--- config.mk ---
export PLATFORM = sky130hd
export DESIGN_NAME = spi_responder
export DESIGN_NICKNAME = d
export VERILOG_FILES = /design/src/rtl/spi_responder.sv
export SDC_FILE = /design/constraint.sdc
export NUM_CORES = 1
export LEC_CHECK = 0
export CAP_MARGIN = 20
export CELL_PAD_IN_SITES_DETAIL_PLACEMENT = 2
export CELL_PAD_IN_SITES_GLOBAL_PLACEMENT = 2
export CORE_UTILIZATION = 38
export DETAILED_ROUTE_END_ITERATION = 8
export GPL_TIMING_DRIVEN = 0
export PLACE_DENSITY_LB_ADDON = 0.1
export SLEW_MARGIN = 20
export SYNTH_ARGS = -nofsm -noshare
export SYNTH_HDL_FRONTEND = slang
export SYNTH_SLANG_ARGS = --single-unit
--- constraint.sdc ---
create_clock -name i_clock -period 4.8 [get_ports i_clock]
set_input_delay 1.2 -clock i_clock [delete_from_list [all_inputs] [get_ports i_clock]]
set_output_delay 1.2 -clock i_clock [all_outputs]
set_load 0.1 [all_outputs]
--- src/rtl/spi_responder.sv ---
// SPI slave (CPOL=0, CPHA=0, MSB first) giving an external master 16-bit frame access to an
// external register bank: {R/W, addr[6:0]} then 8 data bits; ID_BYTE is returned during the address byte.
module spi_responder #(
  parameter int unsigned ADDR_WIDTH  = 7,
  parameter logic [7:0]  ID_BYTE     = 8'hA5,
  parameter int unsigned SYNC_STAGES = 2
) (
  input  logic                  i_clock,
  input  logic                  i_reset_n,
  input  logic                  i_enable,
  input  logic                  i_sclk,
  input  logic                  i_cs_n,
  input  logic                  i_mosi,
  output logic                  o_miso,
  output logic                  o_miso_oe,
  output logic [ADDR_WIDTH-1:0] o_rd_addr,
  output logic                  o_rd_strobe,
  input  logic [7:0]            i_rd_data,
  output logic                  o_wr_strobe,
  output logic [ADDR_WIDTH-1:0] o_wr_addr,
  output logic [7:0]            o_wr_data,
  output logic                  o_frame_error,
  output logic                  o_busy
);

  typedef enum logic [1:0] {IDLE, ADDR, DATA, WAIT_CS} state_t;

  state_t state, state_next;

  logic [SYNC_STAGES-1:0] sclk_sync, cs_sync, mosi_sync;
  logic       sclk_prev, cs_prev;
  logic       sclk_s, cs_s, mosi_s;
  logic       sclk_rise, sclk_fall, cs_fall;
  logic [4:0] bit_cnt;
  logic [14:0] rx;
  logic [15:0] rx_next;
  logic [7:0] tx;
  logic       start, abort, addr_done, data_done;

  // CS synchroniser resets low so a master already holding CS low at reset release
  // cannot produce a false falling edge; it must cycle CS first.
  always_ff @(posedge i_clock or negedge i_reset_n) begin
    if (!i_reset_n) begin
      sclk_sync <= '0;
      cs_sync   <= '0;
      mosi_sync <= '0;
      sclk_prev <= 1'b0;
      cs_prev   <= 1'b0;
    end else begin
      sclk_sync <= {sclk_sync[SYNC_STAGES-2:0], i_sclk};
      cs_sync   <= {cs_sync[SYNC_STAGES-2:0], i_cs_n};
      mosi_sync <= {mosi_sync[SYNC_STAGES-2:0], i_mosi};
      sclk_prev <= sclk_s;
      cs_prev   <= cs_s;
    end
  end

  assign sclk_s    = sclk_sync[SYNC_STAGES-1];
  assign cs_s      = cs_sync[SYNC_STAGES-1];
  assign mosi_s    = mosi_sync[SYNC_STAGES-1];
  assign sclk_rise = sclk_s & ~sclk_prev;
  assign sclk_fall = ~sclk_s & sclk_prev;
  assign cs_fall   = ~cs_s & cs_prev;
  assign rx_next   = {rx, mosi_s};

  always_ff @(posedge i_clock or negedge i_reset_n) begin
    if (!i_reset_n) state <= IDLE;
    else            state <= state_next;
  end

  always_comb begin
    state_next = state;
    start      = 1'b0;
    abort      = 1'b0;
    addr_done  = 1'b0;
    data_done  = 1'b0;
    case (state)
      IDLE: begin
        if (cs_fall && i_enable) begin
          start      = 1'b1;
          state_next = ADDR;
        end
      end
      ADDR: begin
        if (cs_s) begin
          abort      = 1'b1;
          state_next = IDLE;
        end else if (sclk_rise && bit_cnt == 5'd7) begin
          addr_done  = 1'b1;
          state_next = DATA;
        end
      end
      DATA: begin
        if (cs_s) begin
          abort      = 1'b1;
          state_next = IDLE;
        end else if (sclk_rise && bit_cnt == 5'd15) begin
          data_done  = 1'b1;
          state_next = WAIT_CS;
        end
      end
      WAIT_CS: begin
        if (cs_s) state_next = IDLE;
      end
      default: state_next = IDLE;
    endcase
  end

  assign o_busy    = (state != IDLE);
  assign o_miso_oe = (state != IDLE);

  always_ff @(posedge i_clock or negedge i_reset_n) begin
    if (!i_reset_n) begin
      o_miso        <= 1'b0;
      o_rd_addr     <= '0;
      o_rd_strobe   <= 1'b0;
      o_wr_strobe   <= 1'b0;
      o_wr_addr     <= '0;
      o_wr_data     <= '0;
      o_frame_error <= 1'b0;
      bit_cnt       <= '0;
      rx            <= '0;
      tx            <= '0;
    end else begin
      o_rd_strobe   <= 1'b0;
      o_wr_strobe   <= 1'b0;
      o_frame_error <= 1'b0;

      if (o_rd_strobe) tx <= i_rd_data;

      if (start) begin
        tx      <= ID_BYTE;
        o_miso  <= ID_BYTE[7];
        bit_cnt <= '0;
      end

      if (abort) begin
        o_miso        <= 1'b0;
        o_frame_error <= 1'b1;
      end else if (state == ADDR || state == DATA) begin
        if (sclk_rise) begin
          rx      <= rx_next[14:0];
          bit_cnt <= bit_cnt + 5'd1;
        end
        // The 8th fall presents the freshly loaded data byte's MSB without shifting.
        if (sclk_fall) begin
          if (bit_cnt == 5'd8) begin
            o_miso <= tx[7];
          end else begin
            o_miso <= tx[6];
            tx     <= {tx[6:0], 1'b0};
          end
        end
      end

      if (addr_done) begin
        if (rx_next[7]) begin
          o_rd_addr   <= rx_next[ADDR_WIDTH-1:0];
          o_rd_strobe <= 1'b1;
        end else begin
          tx <= '0;
        end
      end

      if (data_done) begin
        o_miso <= 1'b0;
        if (!rx_next[15]) begin
          o_wr_addr   <= rx_next[8 +: ADDR_WIDTH];
          o_wr_data   <= rx_next[7:0];
          o_wr_strobe <= 1'b1;
        end
      end
    end
  end

endmodule

Yosys cells after proc, flatten, opt, wreduce, memory -nomap -nowiden

Index checks and enable logic that the tools add are counted.

Flip-flop bits (word level): 64
Input bits: 14
Output and inout port bits: 28
Logic and storage cells: 86

Add/subtract/negate cells: 1
Equal/unequal tests: 10
Mux-type cells: 40
Bitwise operators: 8
Reduce and logical (&&, ||, !) cells: 11

Operators with widths:

| kind                  | number |
|---|---|
| $mux W8               | 8 |
| $mux W1               | 21 |
| $mux W5               | 4 |
| $mux W2               | 6 |
| $eq A5 B4 Y1 const B  | 2 |
| $pmux W2 S4           | 1 |
| $ne A3 B3 Y1 const B  | 2 |
| $add A5 B1 Y5 const B | 1 |
| $eq A5 B3 Y1 const B  | 1 |
| $not A1 Y1            | 5 |
| $eq A2 B2 Y1 const B  | 2 |
| $ne A2 B2 Y1 const B  | 2 |
| $reduce_and A2 Y1     | 2 |
| $reduce_and A4 Y1     | 1 |
| $and A1 B1 Y1         | 3 |
| $logic_and A1 B1 Y1   | 3 |
| $reduce_and A3 Y1     | 1 |
| $eq A2 B1 Y1 const B  | 1 |
| $logic_not A2 Y1      | 1 |
| $reduce_bool A2 Y1    | 1 |
| $reduce_or A2 Y1      | 1 |
| $logic_or A1 B1 Y1    | 1 |

Depth between registers and ports, before layout

Gate-level depths: netlist of run 1.

Word-level depth: 12
Depth in mapped cells: 8
Gate-level depth less buffers: 6

Worst setup path before layout of run 1

Ideal clock, no wire load.

Path kind: register -> output
From: register state[0]
To: output port o_miso_oe
Data arrival time: 1.691 ns
Setup slack: 1.909 ns
Stages on the path, launching flop included: 5
Path buffers: 1
Cells stage by stage: dfrtp_1 inv_1 ha_1 inv_1 buf_4

Longest elaborated chain between the ends: 1

RTL lines:

| element                  | line | RTL |
|---|---|---|
| start: declaration       | 28   | `state_t state, state_next;` |
| start signal: assignment | 68   | `else state <= state_next;` |
| $reduce_bool A2 Y1       | -    |  |
| end: declaration         | 15   | `output logic o_miso_oe,` |

No other way between the ends.

Final worst setup path of run 1

From: register state[0]
To: output port o_miso_oe

Longest elaborated chain between the ends: 1

RTL lines:

| element            | line | RTL |
|---|---|---|
| $reduce_bool A2 Y1 | 110  | `assign o_miso_oe = (state != IDLE);` |

No other way between the ends.

==> results.tsv, run 1 <==
stage	metric	value	unit
cts	cts_setup_buffers	0	
timing	setup-violations-final	0	
global_route	grt_util_all_layers	0.200	
floorplan	die_w	87.4	um
yosys	synth_nets	259	
placement	preCtsSetupSlack	1.60	ns
finish	multi_input_area	1070	um^2
timing	tns	0	ns
hold_path	hold_class	register to register	
finish	layout-drive-gt1-share	0.166	
cts	htree_levels	3	
cts	cts_buffer_depth	2	
floorplan	core_region_area	6910	um^2
worst_setup_path	critical_path.top_delay_family	buffers and inverters	
drt	vias	1965	
global_route	antenna_found_initial	0	
finish	nets	312	
worst_setup_path	startpoint_type	register	
drt	drt_drc_violations_left	0	
pwr	leakagePower	1.70	nW
drt	ant_nets	0	
global_route	grt_max_degree	44	
cts	cts_buffers	9	
placement	globalplace.congestion	0.711	
finish	area_growth	27.7	%
yosys	synth_seq_area_share	0.578	
floorplan	fp-row-count	30	
worst_setup_path	worstSetupPathType	register to output port	
floorplan	dieArea	7640	um^2
worst_setup_path	cp_common_cell	inv_1	
timing	finalWorstSetupSlack	1.25	ns
placement	port_buffers	41	
job	drv_cap	0	
timing	slew_headroom	0.335	
finish	nFillCells	724	
worst_setup_path	cp_slowest_cell	clkdlybuf4s50_1	
pwr	clockPowerShare	0.307	
yosys	avgSynthCellArea	11.7	um^2
drt	drt_iter0_drc	85	
cts	tritoncts	yes	
timing	fin_skew	0.0119	ns
worst_setup_path	worst_setup_path_end_kind	output port	
worst_setup_path	cp_max_fo	4	
pwr	pwr_density_cell	457	nW/um^2
global_route	grt_pass1_wl	11200	um
timing	slew_violations	0	
yosys	ys_warn_count	0	
finish	diodes	0	
floorplan	start_util	0.401	
outcome	outcome	completed	
timing	fmax	282	MHz
pwr	power_frac_comb	0.265	
drt	vias_per_cell	5.03	
yosys	synth_edf_count	0	
worst_setup_path	crit_chain	inv_1, ha_1, inv_1, buf_4, clkdlybuf4s50_1	
cts	clkLatencyLatePin	0.34	ns
drt	wl_per_cell	17.3	um
cts	clk_pin_slew	0.06	ns
yosys	synth_cell_types	38	
drt	wl	6760	um
floorplan	dieHeight	87.4	um
timing	hold_viol	0	
worst_setup_path	worstPathArrival	2.35	ns
finish	regArea	1600	um^2
cts	cts.sinks	64	
timing	period_minus_slack	3.55	ns
yosys	synth_seq_cells	64	
cts	cts_root_buf	clkbuf_8	
cts	postCtsHoldBufs	0	
yosys	async_reset_ff_frac	1.00	
pwr	seq_power_share	0.427	
timing	worst_pin_slew	0.994	ns
worst_setup_path	slowest_delay	1.11	ns
yosys	synth-main-ff-cell	dfrtp_1	
cts	cts_resized	0	
placement	dp_hpwl	4580	um
yosys	syn_inst	237	
pwr	sw_frac_of_total	0.348	
worst_setup_path	path_buf_inv	4	
timing	period_share	0.739	
global_route	grt.overflow.total	0	
floorplan	io-pin-count	42	
yosys	synth_area	2770	um^2
drt	drtPass1Iterations	4	
global_route	grt_pass1_vias	2183	
pwr	vdd_drop_max	0.197	mV
pwr	internal-power	1.06	mW
timing	rsz0062_at_grt	false	
worst_setup_path	cp_data_required_time	3.60	ns
pwr	p_switching	0.563	mW
-- stage by stage --
step / utilization / area, um^2 / power [mW] / hold slack, ns / std cells
6_report: 0.512 / 3540 / 1.62 / 0.360 / 391
5_1_grt: 0.512 / 3540 / 1.71 / 0.373 / 391
4_1_cts: 0.512 / 3540 / 1.65 / 0.354 / 391
3_5_place_dp: 0.482 / 3330 / 1.13 / 0.338 / 375
3_3_place_gp: 0.478 / 3300 / 1.10 / 0.333 / 374
2_1_floorplan: - / 2770 / 0.990 / 0.331 / 237
-- placed cells by master (no fill, tap or decap), types with 2 or more instances in the layout --
cell type,n
dfrtp_1,64
nand2_1,49
clkdlybuf4s50_1,40
nor2_1,14
mux2_2,14
mux2i_1,12
inv_1,10
mux2_4,9
clkbuf_8,9
ha_1,8
o21ai_0,7
buf_2,5
clkbuf_1,5
nor4_1,4
nor2b_1,4
nand4_1,3
a2111oi_0,3
nor3_1,3
clkinv_2,3
a211oi_1,2
nand3_1,2
buf_4,2
bufinv_16,2
-- synthesized netlist by cell type, types with 2 or more instances --
cell type  count  share of area
dfrtp_1       64           0.58
nand2_1       49          0.066
mux2_2        14          0.057
nor2_1        14          0.019
mux2i_1       12          0.043
inv_1         10          0.014
mux2_4         9          0.049
ha_1           8          0.036
o21ai_0        7          0.013
buf_2          5         0.0090
clkbuf_1       4         0.0054
nor2b_1        4         0.0090
nor4_1         4         0.0090
a2111oi_0      3         0.0095
nand4_1        3         0.0068
nor3_1         3         0.0054
a211oi_1       2         0.0054
nand3_1        2         0.0036
-- routing by layer --
layer / global-route usage / vias to the layer above / routed length [um]
li1: - / 907 / -
met1: 0.246 / 1005 / 2990
met2: 0.330 / 42 / 3430
met3: 0.0417 / 11 / 214
met4: 0.107 / 0 / 121
met5: 0 / - / 0
-- sequential cells by signal, summed over array words and instances (netlist names), 2 cells and up --
name       flops
cs_sync        2
o_wr_data      8
state          2
tx             8
o_rd_addr      7
mosi_sync      2
o_wr_addr      7
bit_cnt        5
rx            15
sclk_sync      2
-- final cells by class --
type | count | area share
Buffer | 11 | 0.0166
Timing Repair Buffer | 42 | 0.123
Multi-Input combinational cell | 152 | 0.303
Inverter | 10 | 0.0106
Sequential cell | 64 | 0.453
Tap cell | 96 | 0.0340
Clock inverter | 6 | 0.0237
Clock buffer | 10 | 0.0361
-- kinds of logic after synthesis --
| kind of cell | count (synthesis) | share of synthesized area |
|---|---|---|
| and+or+nand+nor | 92 | 0.161 |
| adders and majority gates | 8 | 0.0361 |
| muxes | 35 | 0.149 |
| DFF | 64 | 0.578 |
| buffers and inverters | 21 | 0.0348 |
| AOI/OAI and AO/OA | 17 | 0.0407 |
-- power by group through the flow --
stage / clock network, mW / registers, mW / logic (mW)
after floorplan: 0 / 0.725 / 0.265
after global placement: 0 / 0.694 / 0.408
after detailed placement: 0 / 0.699 / 0.427
after CTS: 0.515 / 0.693 / 0.438
after global routing: 0.535 / 0.705 / 0.471
final: 0.497 / 0.692 / 0.429
-- path summary, 6_finish.rpt --
check | cells after the start | from | endpoint | slack, ns
worst max-delay path | 5 | state[0] | o_miso_oe | 1.25
worst min-delay path | 0 | sclk_sync[0] | sclk_sync[1] | 0.36
worst max register to register | 8 | bit_cnt[0] | o_wr_data[5] | 2.53
worst min register to register | 0 | sclk_sync[0] | sclk_sync[1] | 0.36
max in group asynchronous | 2 | i_reset_n | mosi_sync[1] | 3.54
min in group asynchronous | 1 | i_reset_n | tx[2] | 0.76
-- worst reg2reg max path: stages, from the launching register on --
cell and delay [ns]:
dfrtp_1 0.45, ha_1 0.28, and3_1 0.18, ha_1 0.18, nand4_1 0.15, or2_1 0.24
buf_2 0.18, buf_6 0.18, mux2_4 0.31
Note: power is estimated with default switching activity, not from simulation.
==> run 2, diff against run 1 <==
--- a/config.mk
+++ b/config.mk
@@ -8,7 +8,7 @@
 export CAP_MARGIN = 20
 export CELL_PAD_IN_SITES_DETAIL_PLACEMENT = 2
 export CELL_PAD_IN_SITES_GLOBAL_PLACEMENT = 2
-export CORE_UTILIZATION = 38
+export CORE_UTILIZATION = 32
 export DETAILED_ROUTE_END_ITERATION = 8
 export GPL_TIMING_DRIVEN = 0
 export PLACE_DENSITY_LB_ADDON = 0.1
==> constraint.sdc (replaced) <==
create_clock -name i_clock -period 2.9 [get_ports i_clock]
set_input_delay 0.725 -clock i_clock [delete_from_list [all_inputs] [get_ports i_clock]]
set_output_delay 0.725 -clock i_clock [all_outputs]
set_load 0.1 [all_outputs]
==> results.tsv, run 2 (same netlist as run 1, synthesis figures left out) <==
stage	metric	value	unit
pwr	internal-power	1.56	mW
timing	fmax	367	MHz
drt	drt_drc_violations_left	0	
floorplan	dieHeight	95.0	um
floorplan	core_region_area	8300	um^2
cts	clk_pin_slew	0.07	ns
pwr	sw_frac_of_total	0.371	
global_route	grt_pass1_wl	10500	um
floorplan	die_w	95.0	um
worst_setup_path	cp_max_fo	4	
placement	globalplace.congestion	0.668	
cts	cts_buffer_depth	2	
floorplan	fp-row-count	33	
timing	hold_viol	0	
cts	cts_setup_buffers	0	
pwr	p_switching	0.917	mW
drt	wl	6330	um
finish	diodes	0	
drt	vias	1917	
finish	nets	312	
pwr	seq_power_share	0.460	
global_route	grt_util_all_layers	0.155	
timing	period_share	0.941	
worst_setup_path	worst_setup_path_end_kind	output port	
drt	ant_nets	0	
worst_setup_path	worstSetupPathType	register to output port	
finish	stdcell_count	400	
finish	layout_common_cells	dfrtp_1, nand2_1, clkdlybuf4s50_1	
worst_setup_path	cp_data_required_time	2.17	ns
pwr	pwr_density_cell	709	nW/um^2
job	drv_cap	0	
floorplan	dieArea	9030	um^2
finish	area_growth	25.9	%
placement	dp_hpwl	4290	um
cts	cts_root_buf	clkbuf_8	
global_route	antenna_found_initial	0	
worst_setup_path	critical_path.top_delay_family	buffers and inverters	
cts	htree_levels	3	
timing	setup-violations-final	0	
finish	layout-drive-gt1-share	0.169	
global_route	grt.overflow.total	0	
timing	period_minus_slack	2.73	ns
worst_setup_path	slowest_delay	0.85	ns
finish	top_regs	rx: 15 flops, o_wr_data: 8 flops, tx: 8 flops	
worst_setup_path	worstPathArrival	2.00	ns
global_route	grt_pass1_vias	2117	
finish	fin_area	3490	um^2
drt	drt_iter0_drc	57	
placement	preCtsSetupSlack	0.143	ns
timing	finalWorstSetupSlack	0.172	ns
finish	regMostFlops	rx	
outcome	outcome	completed	
worst_setup_path	cp_slowest_cell	dlygate4sd2_1	
hold_path	hold_class	input pin to async pin	
cts	tritoncts	yes	
worst_setup_path	path_buf_inv	3	
timing	worst_pin_slew	0.979	ns
pwr	power_frac_comb	0.276	
timing	slew_headroom	0.346	
finish	largest_reg_flops	15	
timing	rsz0062_at_grt	false	
placement	place_area	3330	um^2
drt	vias_per_cell	4.79	
drt	drtPass1Iterations	2	
pwr	vdd_drop_max	0.341	mV
cts	clkLatencyLatePin	0.33	ns
placement	post-place-cells	384	
worst_setup_path	cp_common_cell	inv_1	
pwr	leakagePower	1.67	nW
timing	fin_skew	0.00812	ns
worst_setup_path	startpoint_type	register	
timing	slew_violations	0	
floorplan	io-pin-count	42	
pwr	clockPowerShare	0.265	
floorplan	start_util	0.334	
worst_setup_path	crit_chain	inv_1, ha_1, inv_1, dlygate4sd2_1	
timing	tns	0	ns
finish	final_common_cell	dfrtp_1	
drt	wl_per_cell	15.8	um
cts	cts_buffers	9	
cts	cts.sinks	64	
pwr	power	2.47	mW
placement	port_buffers	41	
global_route	grt_max_degree	34	
-- run 2: layout make-up --
| type | count | area, um^2 |
|---|---|---|
| fill | 869 | 4810 |
| clock inverter | 6 | 36.3 |
| clock buffer | 10 | 128 |
| inverter | 10 | 37.5 |
| multi-input combinational | 152 | 1070 |
| timing repair buffer | 42 | 422 |
| buffer | 11 | 58.8 |
| tap | 105 | 131 |
| sequential | 64 | 1600 |
-- run 2: metal layers --
layer / track usage / share of wire / wire, um / vias to the layer above
met1: 0.200 / 0.48 / 3020 / 969
met4: 0.0682 / 0.019 / 123 / 0
met2: 0.251 / 0.47 / 2990 / 31
li1: - / - / - / 908
met5: 0 / 0 / 0 / -
met3: 0.0343 / 0.031 / 194 / 9
-- run 2: repair_timing --
action,in CTS,in global routing
hold buffers,0,0
endpoints found under the setup margin,2,1
gates resized for setup,2,2
-- run 2: power by group through the flow --
stage | logic [mW] | clock network, mW | registers (mW)
floorplan | 0.438 | 0 | 1.20
global placement | 0.678 | 0 | 1.15
detailed placement | 0.704 | 0 | 1.16
CTS | 0.697 | 0.685 | 1.14
global route | 0.749 | 0.714 | 1.16
finish | 0.682 | 0.655 | 1.14
-- run 2: final timing paths --
kind	startpoint	to	slack [ns]	cells past startpoint
setup / recovery	state[0]	o_busy	0.17	4
hold / removal	i_reset_n	cs_sync[0]	0.32	1
setup reg to reg	bit_cnt[0]	o_wr_addr[2]	0.67	8
hold reg to reg	mosi_sync[0]	mosi_sync[1]	0.35	0
max in group asynchronous	i_reset_n	o_wr_addr[5]	2.06	2
min in group i_clock	mosi_sync[0]	mosi_sync[1]	0.35	0
-- run 2: through the flow --
| stage | hold WS (ns) | util |
|---|---|---|
| 4_1_cts | 0.323 | 0.421 |
| 5_1_grt | 0.328 | 0.420 |
| 3_3_place_gp | 0.333 | 0.399 |
| 3_5_place_dp | 0.336 | 0.401 |
| 2_1_floorplan | 0.331 | - |
| 6_report | 0.315 | 0.420 |
==> run 3, diff against run 2 <==
==> config.mk (replaced) <==
export PLATFORM = sky130hd
export DESIGN_NAME = spi_responder
export DESIGN_NICKNAME = d
export VERILOG_FILES = /design/src/rtl/spi_responder.sv
export SDC_FILE = /design/constraint.sdc
export NUM_CORES = 1
export LEC_CHECK = 0
export CAP_MARGIN = 10
export CORE_UTILIZATION = 45
export CTS_CLUSTER_DIAMETER = 80
export DETAILED_ROUTE_END_ITERATION = 8
export GPL_TIMING_DRIVEN = 0
export PLACE_DENSITY = 0.71
export SLEW_MARGIN = 20
export SYNTH_ARGS = -nofsm -noshare
export SYNTH_HDL_FRONTEND = slang
export SYNTH_SLANG_ARGS = --single-unit
==> results.tsv, run 3 (same netlist as run 1, synthesis figures left out) <==
stage	metric	value	unit
cts	cts_root_buf	clkbuf_8	
placement	post-place-cells	354	
finish	fin_area	3520	um^2
outcome	outcome	completed	
finish	stdcell_count	370	
cts	clkLatencyLatePin	0.34	ns
global_route	grt_max_degree	40	
drt	vias_per_cell	5.05	
floorplan	dieArea	6470	um^2
worst_setup_path	crit_start	state[0]	
worst_setup_path	cp_slowest_cell	dlygate4sd2_1	
worst_setup_path	worstSetupPathType	register to output port	
timing	slew_headroom	0.330	
drt	drt_iter0_drc	99	
drt	drtPass1Iterations	4	
worst_setup_path	cp_max_fo	4	
timing	hold_ws	0.289	ns
cts	cts.sinks	64	
drt	wl	5120	um
pwr	leakagePower	1.71	nW
cts	cts_setup_buffers	0	
floorplan	core_region_area	5920	um^2
timing	worst_pin_slew	1.00	ns
timing	period_minus_slack	2.80	ns
finish	nets	312	
finish	diodes	0	
drt	drt_drc_violations_left	0	
finish	final_common_cell	dfrtp_1	
global_route	grt_pass1_wl	8350	um
timing	period_share	0.966	
global_route	antenna_found_initial	0	
global_route	grt_pass1_vias	1766	
drt	wl_per_cell	13.8	um
floorplan	start_util	0.468	
placement	dp_hpwl	3440	um
cts	htree_levels	3	
worst_setup_path	rrSetupSlack	0.69	ns
global_route	grt_util_all_layers	0.175	
cts	postCtsHoldBufs	0	
floorplan	die_w	80.5	um
worst_setup_path	crit_chain	inv_1, ha_1, inv_1, buf_4, dlygate4sd2_1	
worst_setup_path	critical_path.top_delay_family	buffers and inverters	
placement	preCtsSetupSlack	0.171	ns
job	drv_cap	0	
placement	place_area	3290	um^2
worst_setup_path	startpoint_type	register	
drt	vias	1870	
worst_setup_path	worst_setup_path_end_kind	output port	
hold_path	hold_class	input pin to async pin	
floorplan	io-pin-count	42	
cts	clk_pin_slew	0.07	ns
finish	top_regs	rx: 15 flops, o_wr_data: 8 flops, tx: 8 flops	
pwr	pwr_density_cell	766	nW/um^2
worst_setup_path	r2r_start	bit_cnt[0]	
timing	tns	0	ns
worst_setup_path	cp_data_required_time	2.17	ns
global_route	grt.overflow.total	0	
timing	fin_skew	0.00435	ns
placement	port_buffers	41	
timing	setup-violations-final	0	
pwr	vdd_drop_max	0.463	mV
finish	area_growth	27.2	%
finish	layout_common_cells	dfrtp_1, nand2_1, clkdlybuf4s50_1	
floorplan	dieHeight	80.5	um
timing	hold_viol	0	
worst_setup_path	cp_common_cell	inv_1	
floorplan	fp-row-count	28	
timing	slew_violations	0	
cts	cts_resized	2	
cts	cts_buffer_depth	2	
timing	fmax	357	MHz
timing	rsz0062_at_grt	false	
drt	ant_nets	0	
finish	layout-drive-gt1-share	0.169	
finish	regMostFlops	rx	
finish	largest_reg_flops	15	
timing	finalWorstSetupSlack	0.0994	ns
worst_setup_path	slowest_delay	0.84	ns
placement	globalplace.congestion	0.726	
cts	tritoncts	yes	
worst_setup_path	path_buf_inv	4	
worst_setup_path	worstPathArrival	2.08	ns
cts	cts_buffers	9	
run 3: area by class of cell:
cell class	instances	area [um^2]
Tap cell	75	93.8
Inverter	10	37.5
Buffer	11	58.8
Clock buffer	9	124
Multi-Input combinational cell	152	1070
Timing Repair Buffer	42	425
Sequential cell	64	1600
Clock inverter	7	110
Fill cell	489	2400
run 3: where the power goes:
group / total (mW) / switching [mW] / leakage, nW / internal, mW
clock network: 0.900 / 0.336 / 0.123 / 0.564
logic: 0.664 / 0.437 / 0.741 / 0.227
registers: 1.13 / 0.108 / 0.849 / 1.02
total: 2.70 / 0.881 / 1.71 / 1.82
run 3: layer usage:
layer / vias to the layer above / track usage / wire (um)
met5: - / 0 / 0
met4: 0 / 0.0554 / 72
met3: 11 / 0.0682 / 233
met2: 42 / 0.264 / 2340
met1: 902 / 0.232 / 2470
li1: 915 / - / -
run 3: final timing paths:
kind | end | cells past startpoint
hold reg to reg | sclk_sync[1] | 0
min in group i_clock | sclk_sync[1] | 0
setup reg to reg | o_wr_addr[3] | 8
hold / removal | o_wr_addr[2] | 1
max in group asynchronous | sclk_sync[1] | 2
setup / recovery | o_miso_oe | 5
run 3: through the flow:
step | power (mW) | utilization
after floorplan | 1.64 | -
after global placement | 1.81 | 0.553
after detailed placement | 1.83 | 0.556
after CTS | 2.72 | 0.595
after global routing | 2.85 | 0.595
final | 2.70 | 0.595
